==> src/rtl/mem_arbiter_if.sv <==
// Bundle of fetch-port, data-port and ram-side signals for mem_arbiter.
// Latency: none; wires only.
// Backpressure: requests are level signals held until the matching ack pulse; the ram stalls via ram_busy.
interface mem_arbiter_if;
  logic        if_req;
  logic [31:0] if_adr;
  logic        if_ack;
  logic [31:0] if_rdata;

  logic        d_req;
  logic        d_we;
  logic [31:0] d_adr;
  logic [31:0] d_wdata;
  logic        d_ack;
  logic [31:0] d_rdata;
  logic        d_err;

  logic        ram_start;
  logic [31:0] ram_adr;
  logic        ram_load;
  logic [31:0] ram_in;
  logic [31:0] ram_out;
  logic        ram_busy;

  // Arbiter side.
  modport slave (
    input  if_req, if_adr, d_req, d_we, d_adr, d_wdata, ram_out, ram_busy,
    output if_ack, if_rdata, d_ack, d_rdata, d_err,
    output ram_start, ram_adr, ram_load, ram_in
  );

  // Requester and ram side.
  modport master (
    output if_req, if_adr, d_req, d_we, d_adr, d_wdata, ram_out, ram_busy,
    input  if_ack, if_rdata, d_ack, d_rdata, d_err,
    input  ram_start, ram_adr, ram_load, ram_in
  );
endinterface

==> src/rtl/mem_arbiter.sv <==
// Two-port (fetch/data) arbiter onto a single-access ram; optional round-robin via MEM_ARBITER_RR_EN.
// Latency: ack 3 cycles after the request is seen in IDLE (2 for out-of-range), plus ram_busy stall cycles.
// Backpressure: one access in flight; losers keep req high and wait; ram_busy holds the FSM in WAIT.
module mem_arbiter #(
  parameter int MEM_SIZE = 1024
) (
  input  logic          clk,
  input  logic          rst_n,
  mem_arbiter_if.slave  bus
);

  typedef enum logic [1:0] {IDLE, ISSUE, WAIT, ACK} state_t;

  localparam logic [31:0] MEM_LIM = 32'(MEM_SIZE);

  state_t      state;
  logic        gnt_d;     // 1 = data port owns the access in flight
  logic        lat_we;    // access in flight is a store
  logic        lat_oor;   // access in flight is out of range, ram is bypassed
  logic        pick_d;
  logic [31:0] sel_adr;
  logic        sel_oor;

`ifdef MEM_ARBITER_RR_EN
  logic        last_d;    // 1 = data port was granted most recently

  // Round-robin choice: under contention the port not granted last time wins.
  always_comb begin
    pick_d = bus.d_req;
    if (bus.d_req && bus.if_req) begin
      pick_d = ~last_d;
    end
  end
`else
  // Fixed priority: data port wins whenever it requests.
  always_comb begin
    pick_d = bus.d_req;
  end
`endif

  // Address of the would-be grantee and its range check.
  always_comb begin
    sel_adr = pick_d ? bus.d_adr : bus.if_adr;
    sel_oor = (sel_adr >= MEM_LIM);
  end

  // Access sequencer: IDLE -> ISSUE -> WAIT -> ACK, or IDLE -> ISSUE -> ACK when out of range.
  always_ff @(posedge clk or negedge rst_n) begin
    if (!rst_n) begin
      state         <= IDLE;
      gnt_d         <= 1'b0;
      lat_we        <= 1'b0;
      lat_oor       <= 1'b0;
      bus.ram_start <= 1'b0;
      bus.ram_adr   <= '0;
      bus.ram_load  <= 1'b0;
      bus.ram_in    <= '0;
      bus.if_ack    <= 1'b0;
      bus.if_rdata  <= '0;
      bus.d_ack     <= 1'b0;
      bus.d_rdata   <= '0;
      bus.d_err     <= 1'b0;
`ifdef MEM_ARBITER_RR_EN
      last_d        <= 1'b0;
`endif
    end else begin
      case (state)
        IDLE: begin
          if (bus.d_req || bus.if_req) begin
            gnt_d   <= pick_d;
            lat_we  <= pick_d & bus.d_we;
            lat_oor <= sel_oor;
            // Out-of-range accesses never touch the ram; a store is simply dropped.
            if (!sel_oor) begin
              bus.ram_start <= 1'b1;
              bus.ram_adr   <= sel_adr;
              bus.ram_load  <= pick_d & bus.d_we;
              bus.ram_in    <= pick_d ? bus.d_wdata : 32'd0;
            end
`ifdef MEM_ARBITER_RR_EN
            last_d <= pick_d;
`endif
            state <= ISSUE;
          end
        end
        ISSUE: begin
          bus.ram_start <= 1'b0;
          if (lat_oor) begin
            if (gnt_d) begin
              bus.d_ack   <= 1'b1;
              bus.d_rdata <= '0;
            end else begin
              bus.if_ack   <= 1'b1;
              bus.if_rdata <= '0;
            end
            bus.d_err <= 1'b1;
            state     <= ACK;
          end else begin
            state <= WAIT;
          end
        end
        WAIT: begin
          if (!bus.ram_busy) begin
            bus.ram_load <= 1'b0;
            if (gnt_d) begin
              bus.d_ack   <= 1'b1;
              bus.d_rdata <= lat_we ? 32'd0 : bus.ram_out;
            end else begin
              bus.if_ack   <= 1'b1;
              bus.if_rdata <= bus.ram_out;
            end
            bus.d_err <= 1'b0;
            state     <= ACK;
          end
        end
        ACK: begin
          bus.if_ack <= 1'b0;
          bus.d_ack  <= 1'b0;
          bus.d_err  <= 1'b0;
          state      <= IDLE;
        end
        default: state <= IDLE;
      endcase
    end
  end

endmodule

==> src/flat_wrapper.sv <==
// flat-port wrapper written by rule: the top's interface ports become plain ports
module mem_arbiter_flat 
#(
  parameter int MEM_SIZE = 1024
)
  (clk, rst_n, bus_if_req, bus_if_adr, bus_d_req, bus_d_we, bus_d_adr, bus_d_wdata, bus_ram_out, bus_ram_busy, bus_if_ack, bus_if_rdata, bus_d_ack, bus_d_rdata, bus_d_err, bus_ram_start, bus_ram_adr, bus_ram_load, bus_ram_in);
  mem_arbiter_if bus_i ();
  input  logic clk;
  input  logic rst_n;
  input wire logic [$bits(bus_i.if_req)-1:0] bus_if_req;
  input wire logic [$bits(bus_i.if_adr)-1:0] bus_if_adr;
  input wire logic [$bits(bus_i.d_req)-1:0] bus_d_req;
  input wire logic [$bits(bus_i.d_we)-1:0] bus_d_we;
  input wire logic [$bits(bus_i.d_adr)-1:0] bus_d_adr;
  input wire logic [$bits(bus_i.d_wdata)-1:0] bus_d_wdata;
  input wire logic [$bits(bus_i.ram_out)-1:0] bus_ram_out;
  input wire logic [$bits(bus_i.ram_busy)-1:0] bus_ram_busy;
  output wire logic [$bits(bus_i.if_ack)-1:0] bus_if_ack;
  output wire logic [$bits(bus_i.if_rdata)-1:0] bus_if_rdata;
  output wire logic [$bits(bus_i.d_ack)-1:0] bus_d_ack;
  output wire logic [$bits(bus_i.d_rdata)-1:0] bus_d_rdata;
  output wire logic [$bits(bus_i.d_err)-1:0] bus_d_err;
  output wire logic [$bits(bus_i.ram_start)-1:0] bus_ram_start;
  output wire logic [$bits(bus_i.ram_adr)-1:0] bus_ram_adr;
  output wire logic [$bits(bus_i.ram_load)-1:0] bus_ram_load;
  output wire logic [$bits(bus_i.ram_in)-1:0] bus_ram_in;
  assign bus_i.if_req = bus_if_req;
  assign bus_i.if_adr = bus_if_adr;
  assign bus_i.d_req = bus_d_req;
  assign bus_i.d_we = bus_d_we;
  assign bus_i.d_adr = bus_d_adr;
  assign bus_i.d_wdata = bus_d_wdata;
  assign bus_i.ram_out = bus_ram_out;
  assign bus_i.ram_busy = bus_ram_busy;
  assign bus_if_ack = bus_i.if_ack;
  assign bus_if_rdata = bus_i.if_rdata;
  assign bus_d_ack = bus_i.d_ack;
  assign bus_d_rdata = bus_i.d_rdata;
  assign bus_d_err = bus_i.d_err;
  assign bus_ram_start = bus_i.ram_start;
  assign bus_ram_adr = bus_i.ram_adr;
  assign bus_ram_load = bus_i.ram_load;
  assign bus_ram_in = bus_i.ram_in;
  mem_arbiter #(.MEM_SIZE(MEM_SIZE)) u_core (.clk(clk), .rst_n(rst_n), .bus(bus_i));
endmodule
==> config.mk <==
export PLATFORM = sky130hd
export DESIGN_NAME = mem_arbiter_flat
export DESIGN_NICKNAME = d
export VERILOG_FILES = /design/src/rtl/mem_arbiter_if.sv /design/src/rtl/mem_arbiter.sv /design/src/flat_wrapper.sv
export SDC_FILE = /design/constraint.sdc
export NUM_CORES = 1
export LEC_CHECK = 0
export CORE_MARGIN = 5
export CORE_UTILIZATION = 35
export CTS_CLUSTER_DIAMETER = 40
export DETAILED_ROUTE_END_ITERATION = 10
export PLACE_DENSITY_LB_ADDON = 0.15
export SKIP_LAST_GASP = 1
export SLEW_MARGIN = 40
export SYNTH_ARGS = -nofsm -noshare
export SYNTH_HDL_FRONTEND = slang
export SYNTH_SLANG_ARGS = --single-unit
==> constraint.sdc <==
create_clock -name clk -period 5.2 [get_ports clk]
set_clock_uncertainty 0.15 [all_clocks]
set_input_delay 0.52 -clock clk [delete_from_list [all_inputs] [get_ports clk]]
set_output_delay 0.52 -clock clk [all_outputs]
set_load 0.005 [all_outputs]
==> summary.md <==
| Metric | Value |
|---|---|
| Worst path arrival time | `around 3.5 ns` |
| Crit end category | `flip-flop` |
| Nets | `approximately 900` |
| Mean Syn Cell Area | `10.9 µm²` |
| Max Cap Viol | `0` |
| Worst hold path type | `reg2reg` |
| Synth top cells by count | `138 x dfrtp_1, 134 x nand2_1, 69 x o21ai_0, 33 x a22o_1, 24 x and2_1` |
| Routed Antenna Nets | `0` |
| Setup CP Type | `in2reg` |
| Port buffer count | `~270` |
| EDFF count, synth | `0` |
| Clk pin slew, worst setup/hold paths | `0.06 ns` |
| Maximum fanout along the worst path | `64` |
| N_diodes | `0` |
| # IOs | `between 200 and 300` |
| Achievable clock frequency | `between 0.3 and 0.4 GHz` |
| Util after Layout | `0.591` |
| Drt pass-1 iters | `6` |
| Remaining Overflow, GRT | `0` |
| Sequential-to-total area share from yosys stat | `0.627` |
| Vias in the first global route | `a little under 5000` |
| Core area | `between 15000 and 20000 µm²` |
| Hpwl dp | `12.8 mm` |
| CTS Buf Count | `17` |
| Yosys top cell by area | `dfrtp_1` |
| Cells taking the most area after synthesis | `dfrtp_1 63%, nand2_1 9.1%, o21ai_0 6.3%` |
| Crit start category | `input pin` |
| Row cnt | `45` |
| Share of layout cells above drive strength 1 | `0.0875` |
| Final Setup Violations | `0` |
| Critical path's top delay family | `buffers and inverters` |
| DIE AREA | `approximately 18000 µm²` |
| Yosys cell types | `33` |
| Top FF cell, synth | `dfrtp_1` |
| Slew Viols, Final | `0` |
| Largest net degree at the start of global routing | `65` |
| Slew of the pin with the lowest slew margin | `between 0.7 and 0.8 ns` |
| Worst-case clock buffer depth | `2` |
| R2r setup slk | `between 2 and 2.5 ns` |
| RSZ-0062 raised after global routing | `no` |
| Initial DRC count | `between 200 and 250` |
| Residual DRC | `0` |
| Setup WS pre-CTS | `1.45 ns` |
| Initial antenna violation count | `0` |
| Count leader, synth | `dfrtp_1` |
| Reg2reg path depth | `7` |
| WL final | `roughly 17 mm` |
| Reg-to-reg startpoint | `u_core.state[0]` |
| Worst-Skew Late Latency | `between 0.4 and 0.5 ns` |
| VDD IR max | `roughly 0.22 mV` |
| Slew headroom | `0.474` |
| WP data required | `5.34 ns` |
| Height of the die | `approximately 140 µm` |
| Crit path cell chain | `clkdlybuf4s50_1 -> or4b_1 -> o22ai_2 -> nand2_1 -> or3b_2 -> buf_4 -> mux2_4` |
| Per-cell routed wire length | `17.4 µm` |
| Syn Inst Count | `approximately 500` |
| Post_cts resized | `0` |
| Outcome | `completed` |
| FILL cells | `1324` |
| Clock period minus worst slack | `roughly 3.3 ns` |
| Clock sinks | `between 100 and 150` |
| Clock root buffer master | `clkbuf_16` |
| Area Growth Syn to Fin | `64.2%` |
| Critical path buffer and inverter count | `2` |
| Slowest Stage Delay on Critical Path | `0.98 ns` |
| Final worst path period share | `0.639` |
| Worst hold start | `u_core.bus.if_rdata[20]` |
| Post-synth top area share | `0.627` |
| Starting Density | `0.360` |
| #FFs+latches synth | `around 140` |
| Die Wd | `roughly 140 µm` |
| Final setup TNS | `0 ns` |
| Final WS setup | `approximately 1.9 ns` |
| DR vias/cell | `between 4 and 5` |
| Worst Hold End | `u_core.bus.if_rdata[20]` |
| Mapped Nets | `between 600 and 700` |
| Netlist area before placement | `approximately 5500 µm²` |
| PD cells | `418 nW/µm²` |
| First-pass GRT wire length | `roughly 26 mm` |
| CTS H-tree depth | `4` |
| Leak pwr | `approximately 3.9 nW` |
| Routability cong. | `0.804` |
| Ys Warns | `0` |
| Slowest cell on the critical path | `clkdlybuf4s50_1` |
| Final Hold Vio Count | `0` |
| Total GRT Usage | `0.188` |
| Total number of vias | `approximately 4700` |
| R2R Path End | `u_core.bus.d_rdata[30]` |
| Hold depth | `2` |
| FFs w/ async S/R, synth | `1.00` |
| CTS tree | `yes` |
[worst register-to-register path, stage by stage, from the launching register on]
cell	delay (ns)
dfrtp_1	0.38
inv_1	0.10
ha_1	0.20
buf_4	0.27
and2_1	0.25
nor3_1	0.53
nand2_4	0.48
o31ai_1	0.38
[sequential cells by signal, indices dropped and copies added (netlist names), 2 cells and up]
register / flops
u_core.bus.d_rdata: 32
u_core.bus.if_rdata: 32
u_core.bus.ram_adr: 32
u_core.bus.ram_in: 32
u_core.state: 2
[report_power, final]
group	total, mW	switching, mW	internal [mW]
combinational	1.08	0.561	0.518
sequential	1.37	0.110	1.26
clock	1.33	0.444	0.887
[worst max-delay path by stage]
stage | start | to | slack, ns | cells after the start
2_1_floorplan | bus_d_adr[28] | u_core.bus.ram_adr[4] | 2.61 | 7
3_3_place_gp | bus_d_req | u_core.bus.ram_adr[4] | 1.51 | 7
3_5_place_dp | bus_d_req | u_core.bus.ram_adr[6] | 1.45 | 7
4_1_cts | bus_d_req | u_core.bus.ram_adr[6] | 1.89 | 7
5_1_grt | bus_d_req | u_core.bus.ram_adr[6] | 1.76 | 7
6_report | bus_d_req | u_core.bus.ram_adr[6] | 1.88 | 7
[through the flow]
step / hold WS, ns / power [mW] / area (µm²) / cells
2_1_floorplan: 0.0744 / 1.84 / 5510 / 504
3_3_place_gp: 0.313 / 2.44 / 8340 / 954
3_5_place_dp: 0.320 / 2.48 / 8370 / 955
4_1_cts: 0.334 / 3.83 / 9040 / 988
5_1_grt: 0.346 / 4.01 / 9040 / 988
6_report: 0.328 / 3.78 / 9040 / 988
[kinds of logic (layout without fill, tap and decap cells)]
logic type / Yosys count / after routing / share of synthesized area
compound gates: 117 / 117 / 0.134
fa+ha+maj: 4 / 4 / 0.00909
buf+inv: 36 / 309 / 0.0300
flops: 138 / 138 / 0.627
mux: 21 / 21 / 0.0470
simple gates: 188 / 188 / 0.152
[layer usage]
metal / global-route usage / up-vias / wire (µm)
li1: - / 2239 / -
met1: 0.222 / 2248 / 6660
met2: 0.321 / 197 / 8760
met3: 0.0535 / 26 / 1250
met4: 0.0778 / 0 / 478
met5: 0 / - / 0
[placed cells by master (no fill, tap or decap), types with 2 or more instances in the layout]
cell,count
nor3_1,4
a22o_1,33
o21ai_0,69
nor2_1,6
dfrtp_1,138
nand2_1,132
mux2_4,6
nor4_1,5
clkinvlp_4,2
or4_1,2
clkbuf_8,3
mux2_2,15
o211ai_1,2
clkinv_2,4
inv_1,4
clkdlybuf4s50_1,265
nand3_1,3
and2_1,24
ha_1,4
a21oi_1,7
buf_4,5
clkbuf_16,17
bufinv_16,5
nand2_4,2
[area by class of cell]
class / instances / area (µm²) / area share
clock buffers: 20 / 467 / 0.0516
clock inverters: 12 / 194 / 0.0214
inverters: 4 / 15.0 / 0.00166
multi-input cells: 330 / 1910 / 0.211
flip-flops and latches: 138 / 3450 / 0.382
well taps: 211 / 264 / 0.0292
repair buffers: 273 / 2740 / 0.303
[repair_timing]
action                                 CTS  global route
setup endpoints to repair                0             0
hold buffers                             1             0
endpoints found under the hold margin   48             0
setup buffers                            0             0
Power figures use the tool's default switching activity.
